**src/rtl/fetch_pkg.sv**
```systemverilog
// Shared types and constants for the instruction fetch unit.
package fetch_pkg;

    localparam int ADDR_W  = 32;
    localparam int INSTR_W = 32;
    localparam logic [ADDR_W-1:0] PC_STEP = 32'd4;

    typedef struct packed {
        logic [ADDR_W-1:0]  pc;
        logic [INSTR_W-1:0] instr;
    } fetch_entry_t;

    // Fetch addresses are always word aligned; low two bits are dropped.
    function automatic logic [ADDR_W-1:0] word_align(input logic [ADDR_W-1:0] addr);
        return {addr[ADDR_W-1:2], 2'b00};
    endfunction

endpackage

```
**src/rtl/fetch_buf.sv**
```systemverilog
// DEPTH-entry prefetch FIFO of {pc, instr} entries with flush.
// DEPTH must be a power of two so the pointers wrap by their own width.
module fetch_buf
    import fetch_pkg::*;
#(
    parameter  int DEPTH = 2,
    localparam int PTR_W = $clog2(DEPTH),
    localparam int CNT_W = PTR_W + 1
) (
    input  logic               clk,
    input  logic               rst,
    input  logic               flush,
    input  logic               push,
    input  logic               pop,
    input  fetch_entry_t       push_entry,
    output fetch_entry_t       head_entry,
    output logic [CNT_W-1:0]   count
);

    localparam logic [PTR_W-1:0] PTR_MASK = PTR_W'(DEPTH - 1);

    fetch_entry_t     mem [DEPTH];
    logic [PTR_W-1:0] rd_ptr;
    logic [PTR_W-1:0] wr_ptr;

    // Entry storage: written at the tail on push, no reset needed.
    always_ff @(posedge clk) begin
        if (push && !flush) begin
            mem[wr_ptr] <= push_entry;
        end
    end

    // Pointer and occupancy update; flush empties the buffer outright.
    always_ff @(posedge clk) begin
        if (rst || flush) begin
            rd_ptr <= '0;
            wr_ptr <= '0;
            count  <= '0;
        end else begin
            if (push) begin
                wr_ptr <= (wr_ptr + 1'b1) & PTR_MASK;
            end
            if (pop) begin
                rd_ptr <= (rd_ptr + 1'b1) & PTR_MASK;
            end
            case ({push, pop})
                2'b10:   count <= count + 1'b1;
                2'b01:   count <= count - 1'b1;
                default: count <= count;
            endcase
        end
    end

    // Head reads zero when empty so downstream never sees stale content.
    always_comb begin
        head_entry = '0;
        if (count != '0) begin
            head_entry = mem[rd_ptr];
        end
    end

endmodule

```
**src/rtl/instr_fetch.sv**
```systemverilog
// Instruction fetch unit: drives the instruction-memory address, buffers
// returned words and hands {pc, instr} pairs to decode via valid/ready.
// Optional delivered-instruction counter built when INSTR_FETCH_STAT_EN
// is defined; otherwise stat_count is tied to zero.
module instr_fetch
    import fetch_pkg::*;
#(
    parameter logic [ADDR_W-1:0] RESET_PC = 32'h0000_0000,
    parameter int                DEPTH    = 2
) (
    input  logic               clk,
    input  logic               rst,
    output logic [ADDR_W-1:0]  instrmem_addr,
    input  logic [INSTR_W-1:0] instrmem_data,
    input  logic               redirect_valid,
    input  logic [ADDR_W-1:0]  redirect_pc,
    output logic               out_valid,
    input  logic               out_ready,
    output logic [INSTR_W-1:0] out_instr,
    output logic [ADDR_W-1:0]  out_pc,
    output logic [31:0]        stat_count
);

    localparam int CNT_W = $clog2(DEPTH) + 1;

    logic [ADDR_W-1:0] pc;
    logic [CNT_W-1:0]  count;
    logic              pop;
    logic              push;
    fetch_entry_t      push_entry;
    fetch_entry_t      head_entry;

    // Handshake: a full buffer still accepts a word when the head leaves.
    always_comb begin
        out_valid  = (count != '0);
        pop        = out_valid && out_ready;
        push       = !redirect_valid && ((count < CNT_W'(DEPTH)) || pop);
        push_entry = '{pc: pc, instr: instrmem_data};
        out_pc     = head_entry.pc;
        out_instr  = head_entry.instr;
    end

    // Fetch PC: redirect wins over sequential advance; wraps modulo 2^32.
    always_ff @(posedge clk) begin
        if (rst) begin
            pc <= RESET_PC;
        end else if (redirect_valid) begin
            pc <= word_align(redirect_pc);
        end else if (push) begin
            pc <= pc + PC_STEP;
        end
    end

    assign instrmem_addr = pc;

    fetch_buf #(
        .DEPTH (DEPTH)
    ) u_buf (
        .clk        (clk),
        .rst        (rst),
        .flush      (redirect_valid),
        .push       (push),
        .pop        (pop),
        .push_entry (push_entry),
        .head_entry (head_entry),
        .count      (count)
    );

`ifdef INSTR_FETCH_STAT_EN
    logic [31:0] stat_q;

    // Delivered-instruction counter; a pop coinciding with redirect counts.
    always_ff @(posedge clk) begin
        if (rst) begin
            stat_q <= '0;
        end else if (pop) begin
            stat_q <= stat_q + 32'd1;
        end
    end

    assign stat_count = stat_q;
`else
    assign stat_count = 32'h0;
`endif

endmodule
```
**config.mk**
```make
export PLATFORM = sky130hd
export DESIGN_NAME = instr_fetch
export DESIGN_NICKNAME = d
export VERILOG_FILES = /design/src/rtl/fetch_pkg.sv /design/src/rtl/fetch_buf.sv /design/src/rtl/instr_fetch.sv
export SDC_FILE = /design/constraint.sdc
export NUM_CORES = 1
export LEC_CHECK = 0
export CAP_MARGIN = 0
export CORE_MARGIN = 4
export CORE_UTILIZATION = 53
export CTS_CLUSTER_SIZE = 12
export DETAILED_ROUTE_END_ITERATION = 10
export DONT_BUFFER_PORTS = 1
export PLACE_DENSITY = 0.78
export SETUP_SLACK_MARGIN = 0.05
export SLEW_MARGIN = 5
export SYNTH_ARGS = -nofsm -noshare
export SYNTH_HDL_FRONTEND = slang
export SYNTH_HIERARCHICAL = 1
export SYNTH_SLANG_ARGS = --single-unit
export TNS_END_PERCENT = 5
```
**constraint.sdc**
```tcl
create_clock -name clk -period 18.8 [get_ports clk]
set_input_delay 5.64 -clock clk [delete_from_list [all_inputs] [get_ports clk]]
set_output_delay 5.64 -clock clk [all_outputs]
set_load 0.1 [all_outputs]
```
### After elaboration in Yosys (flattened, before gate mapping)

Memories as Yosys holds them, arrays and structs flattened. A register that Yosys moved wholly into a read port is not among the register bits.
Cells that the tools add are included.

| word-level totals | value |
|---|---|
| register bits after elaboration | 36 |
| bits in latches | 0 |
| RAM bits | 128 |
| ROM bits | 0 |
| bits of input ports | 68 |
| output and inout bits | 129 |
| word-level logic and storage cells | 32 |
| memories | 1 |

| operators by class | value |
|---|---|
| add/subtract/negate cells | 5 |
| multiply operators | 0 |
| div/mod/pow operators | 0 |
| $lt $le $gt $ge | 1 |
| equal/unequal tests | 2 |
| shift-type cells | 0 |
| multiplexer cells | 8 |
| bitwise gates (word level) | 0 |
| reductions and logical operators | 10 |

Memory list:

| memory | words | bits a word | rd ports | clocked after memory_dff | write ports | RTL line | source |
|---|---|---|---|---|---|---|---|
| u_buf.mem | 2 | 64 | 1 | 1 | 1 | fetch_buf.sv:22 | `fetch_entry_t mem [DEPTH];` |

Operators with widths:

| kind | count |
|---|---|
| $mux 32 | 2 |
| $mux 64 | 1 |
| $add 32x3->32 const B | 1 |
| $reduce_bool 2->1 | 3 |
| $mux 1 | 4 |
| $pmux 2 s2 | 1 |
| $logic_and 1x1->1 | 3 |
| $add 1x1->1 const B | 2 |
| $add 2x1->2 const B | 1 |
| $eq 2x1->1 const B | 1 |
| $eq 2x2->1 const B | 1 |
| $logic_or 1x1->1 | 2 |
| $lt 2x2->1 const B | 1 |
| $reduce_or 2->1 | 1 |
| $sub 2x1->2 const B | 1 |
| $logic_not 1->1 | 1 |

### Logic depth before layout (Yosys ltp)

| depth | value |
|---|---|
| depth in word-level cells | 7 |
| depth in mapped cells | 8 |
| mapped depth without buffers | 7 |

### Hierarchy

Netlist, hierarchy kept.

By module, submodules not included:

| module | times used | cells an instance | area each (um^2) | seq. area each (um^2) |
|---|---|---|---|---|
| fetch_buf | 1 | 290 | 5003.5 | 3943.8 |
| instr_fetch | 1 | 263 | 2042.0 | 600.6 |

### Worst setup path before layout

No wires, ideal clock.

| timing | value |
|---|---|
| path kind | input -> register |
| start | input port redirect_valid |
| end | memory u_buf/mem[1][0] (netlist bit) (enable) |
| setup time | 0.579 ns |
| arrival time | 10.958 ns |
| data required time | 18.221 ns |
| path slack | 7.263 ns |
| stages on the path | 5 |
| path buffers | 2 |
| cell sequence | clkbuf_1 clkbuf_1 nor2_1 inv_1 nor3b_1 |

| on the way | value |
|---|---|
| cells in the longest elaborated chain, start to end | 5 |

Ends and longest elaborated chain:

| item | RTL line | source |
|---|---|---|
| from (decl) | instr_fetch.sv:15 | `input logic redirect_valid,` |
| $logic_not 1->1 | instr_fetch.sv:37 | `push = !redirect_valid && ((count < CNT_W'(DEPTH)) \|\| pop);` |
| $logic_and 1x1->1 | instr_fetch.sv:37 |  |
| via push | instr_fetch.sv:29 | `logic push;` |
| $logic_and 1x1->1 | fetch_buf.sv:28 | `if (push && !flush) begin` |
| $mux 1 | fetch_buf.sv:28 |  |
| $mux 1 (not written as such) | fetch_buf.sv:29 | `mem[wr_ptr] <= push_entry;` |
| to (decl) | fetch_buf.sv:22 |  |

The timed path passes the listed nets, and every way through them passes these cells.

==> flow_metrics.py <==
metrics = {
    "floorplanning": {
        "dieArea_mm2": 0.0152,
        "dieHeight_um": 123,
        "ios": 197,
        "die_x_um": 123,
        "row_count": 41,
        "start_util_pct": 54.9,
        "coreArea_mm2": 0.0128,
    },
    "clocking": {
        "htree_levels": 4,
        "clock-sinks": 163,
        "cts_tree": "built",
        "cts_setup_buffers": 0,
        "numCtsBuffers": 17,
        "cts_resized": 0,
        "insertion_delay_ns": 0.41,
        "clock-root-buffer": "clkbuf_16",
        "clock_path_buffers": 2,
        "cts.clk_slew.worst_paths_ns": 0.06,
        "hold_buffers": 0,
    },
    "sta": {
        "setup_ws_ns": 10.36,
        "max_clock_freq_mhz": 119,
        "tightest_slew_ns": 1.24,
        "drv_slew": 0,
        "finalWorstPathRequiredPeriod_ns": 8.44,
        "hold_viol": 0,
        "finalSetupViolations": 0,
        "slew_headroom_pct": 17.5,
        "fin_skew_ns": 0.00891,
        "rsz0062_at_grt": "false",
        "setup_tns_ns": 0,
        "period_share_pct": 44.9,
    },
    "yosys": {
        "synth_area_mm2": 0.00705,
        "synth.top_cell.area_share_pct": 54.6,
        "yosysTopAreaCell": "edfxtp_1",
        "synth_edf_count": 128,
        "synth-adder-area-share_pct": 0.355,
        "synthFlopType": "edfxtp_1",
        "async_flop_share_pct": 0,
        "synth_seq_cells": 163,
        "synth_area_leaders": "edfxtp_1 55%, dfxtp_1 9.9%, mux2i_1 9.1%",
        "ys_warn_count": 6,
        "yosys-mux-area-fraction_pct": 9.09,
        "synth_compound_area_share_pct": 5.65,
        "synthSimpleGateAreaFrac_pct": 12.8,
        "synth_top_family_by_area": "simple AND/OR/NAND/NOR gates",
        "yosysSeqAreaShare_pct": 64.5,
        "syn_inst": 553,
        "synth_xor_area_share_pct": 1.62,
        "avgSynthCellArea_um2": 12.7,
        "yosysUniqueCellTypes": 42,
    },
    "place": {
        "numPortBuffers": 0,
        "pre_cts_slack_ns": 10.74,
        "dp_hpwl_um": 9650,
        "gp_congestion": 0.785,
    },
    "pwr": {
        "share_seq_of_total_power_pct": 48.0,
        "p_leak_uw": 0.00247,
        "pwr-share-comb_pct": 15.8,
        "p_int_uw": 624,
        "ir_worst_vdd_uv": 43.4,
        "power_uw": 914,
        "power.density_mw_per_mm2": 116,
        "power.switching_uw": 290,
        "swShare_pct": 31.7,
        "clkPwrFrac_pct": 36.3,
    },
    "worst_setup_path": {
        "slowest_delay_ns": 1.04,
        "crit_path_end_kind": "output port",
        "worst_setup_path_start_kind": "register",
        "required_ns": 13.16,
        "cp_cell_sequence": "mux2i_1 -> nor2_2",
        "critPathTopFamily": "flip-flops",
        "critPathKind": "reg2out",
        "cp_slowest_cell": "dfxtp_4",
        "cp_max_fo": 64,
        "crit_buf_inv": 0,
        "cp.arrival_ns": 2.80,
    },
    "finish": {
        "num_antenna_cells": 0,
        "areaGrowthSynthToFinish_pct": 12.0,
        "final_common_cell": "edfxtp_1",
        "n_fill_cell": 1009,
        "final_cell_mix": "128 x edfxtp_1, 64 x mux2i_1, 64 x nor2_2, 38 x conb_1, 34 x dfxtp_1",
        "drive_gt1_share_pct": 20.0,
        "layout.nets": 632,
        "utilization_pct": 61.6,
    },
    "detailed_routing": {
        "routed_wirelength_um": 14400,
        "drc": 0,
        "via_per_inst": 5.75,
        "antenna_left": 0,
        "wl_per_cell_um": 19.3,
        "drt_first_iter_violations": 293,
        "route.met3.wl_um": 1130,
        "vias": 4292,
        "wl_met2_um": 7360,
        "top_layer": "met4",
        "m1WireLength_um": 5810,
        "dr.pass1.iters": 4,
    },
    "job": {
        "cap_violations": 0,
    },
    "grt": {
        "antenna_found_initial": 0,
        "grt_pass1_wl_um": 21700,
        "grt_overflow": 0,
        "grt_max_degree": 65,
        "grt_use_total_pct": 18.9,
        "first_global_vias": 4095,
    },
    "status": {
        "status": "complete, no violations",
    },
    "min_path": {
        "hp-class": "reg2reg",
    },
}
[final timing paths]
path                            slack, ns  cells after the start         startpoint                 to
worst max-delay path                10.36                      2           register         out_pc[16]
worst min-delay path                 0.48                      0  instrmem_addr[13]   u_buf/mem[1][45]
worst max register to register      15.47                      4   instrmem_addr[4]  instrmem_addr[27]
worst min register to register       0.48                      0  instrmem_addr[13]   u_buf/mem[1][45]
[cell type report]
cell class              instances  area (um^2)  area share [%]
clock buffers                  27          548            6.94
clock inverters                 5         32.5           0.412
inverters                       7         26.3           0.333
multi-input cells             356         2400            30.4
flip-flops and latches        163         4550            57.6
well taps                     172          215            2.73
repair buffers                 17          128            1.62
[kinds of logic (layout without fill, tap and decap cells)]
logic type | after synthesis | count (layout)
flops | 163 | 163
simple gates | 186 | 186
xor+xnor | 13 | 13
buf+inv | 71 | 56
other cells | 1 | 38
compound gates | 53 | 53
fa+ha+maj | 2 | 2
mux | 64 | 64
[worst register-to-register path, cell delays in order (launching register included)]
cell      delay, ns
dfxtp_1        1.14
nand4_2        0.35
or4b_1         0.93
or4_1          0.51
a311oi_1       0.30
[synth_stat cells (2+ instances only)]
master and count:
a211oi_1 10, clkbuf_1 13, nor4_1 3, or4_1 11, nor3b_1 3, mux2i_1 64
and4_1 2, xor2_1 4, a311oi_1 15, nand2_1 21, nand3_1 11, buf_4 37
buf_2 12, and2_1 2, nor3_1 9, o211ai_1 3, inv_1 7, ha_1 2
nor2_1 94, nand4_1 7, a311o_1 2, or2_2 2, a21oi_1 3, o31ai_1 9
edfxtp_1 128, or3_1 10, xnor2_1 9, nand4_2 2, a31oi_1 2, dfxtp_1 35
o21ai_0 7, nor4b_1 3, nor2b_1 2
[stage by stage]
stage          instance area (um^2)  std cells  hold slack [ns]
3_5_place_dp                   7310        715            0.461
2_1_floorplan                  7180        590            0.488
6_report                       7890        747            0.480
3_3_place_gp                   7310        715            0.443
4_1_cts                        7890        747            0.484
5_1_grt                        7890        747            0.504
[power by group through the flow]
stage               Combinational [uW]  Sequential (uW)  Clock, uW
global route                       150              440        355
detailed placement                 144              446          0
floorplan                          122              456          0
finish                             144              438        331
global placement                   143              445          0
CTS                                145              438        338
[metal layers]
| layer | vias up | global-route usage [%] |
|---|---|---|
| li1 | 2004 | - |
| met1 | 2099 | 23.9 |
| met2 | 179 | 31.0 |
| met3 | 10 | 5.49 |
| met4 | 0 | 6.99 |
| met5 | - | 0 |
[flip-flops by register name, summed over array words and instances (netlist names), named ones only]
| signal | flops |
|---|---|
| instrmem_addr | 30 |
| u_buf/count | 2 |
| u_buf/mem | 128 |
| u_buf/rd_ptr | 1 |
| u_buf/wr_ptr | 1 |
Note: power is estimated with default switching activity, not from simulation.
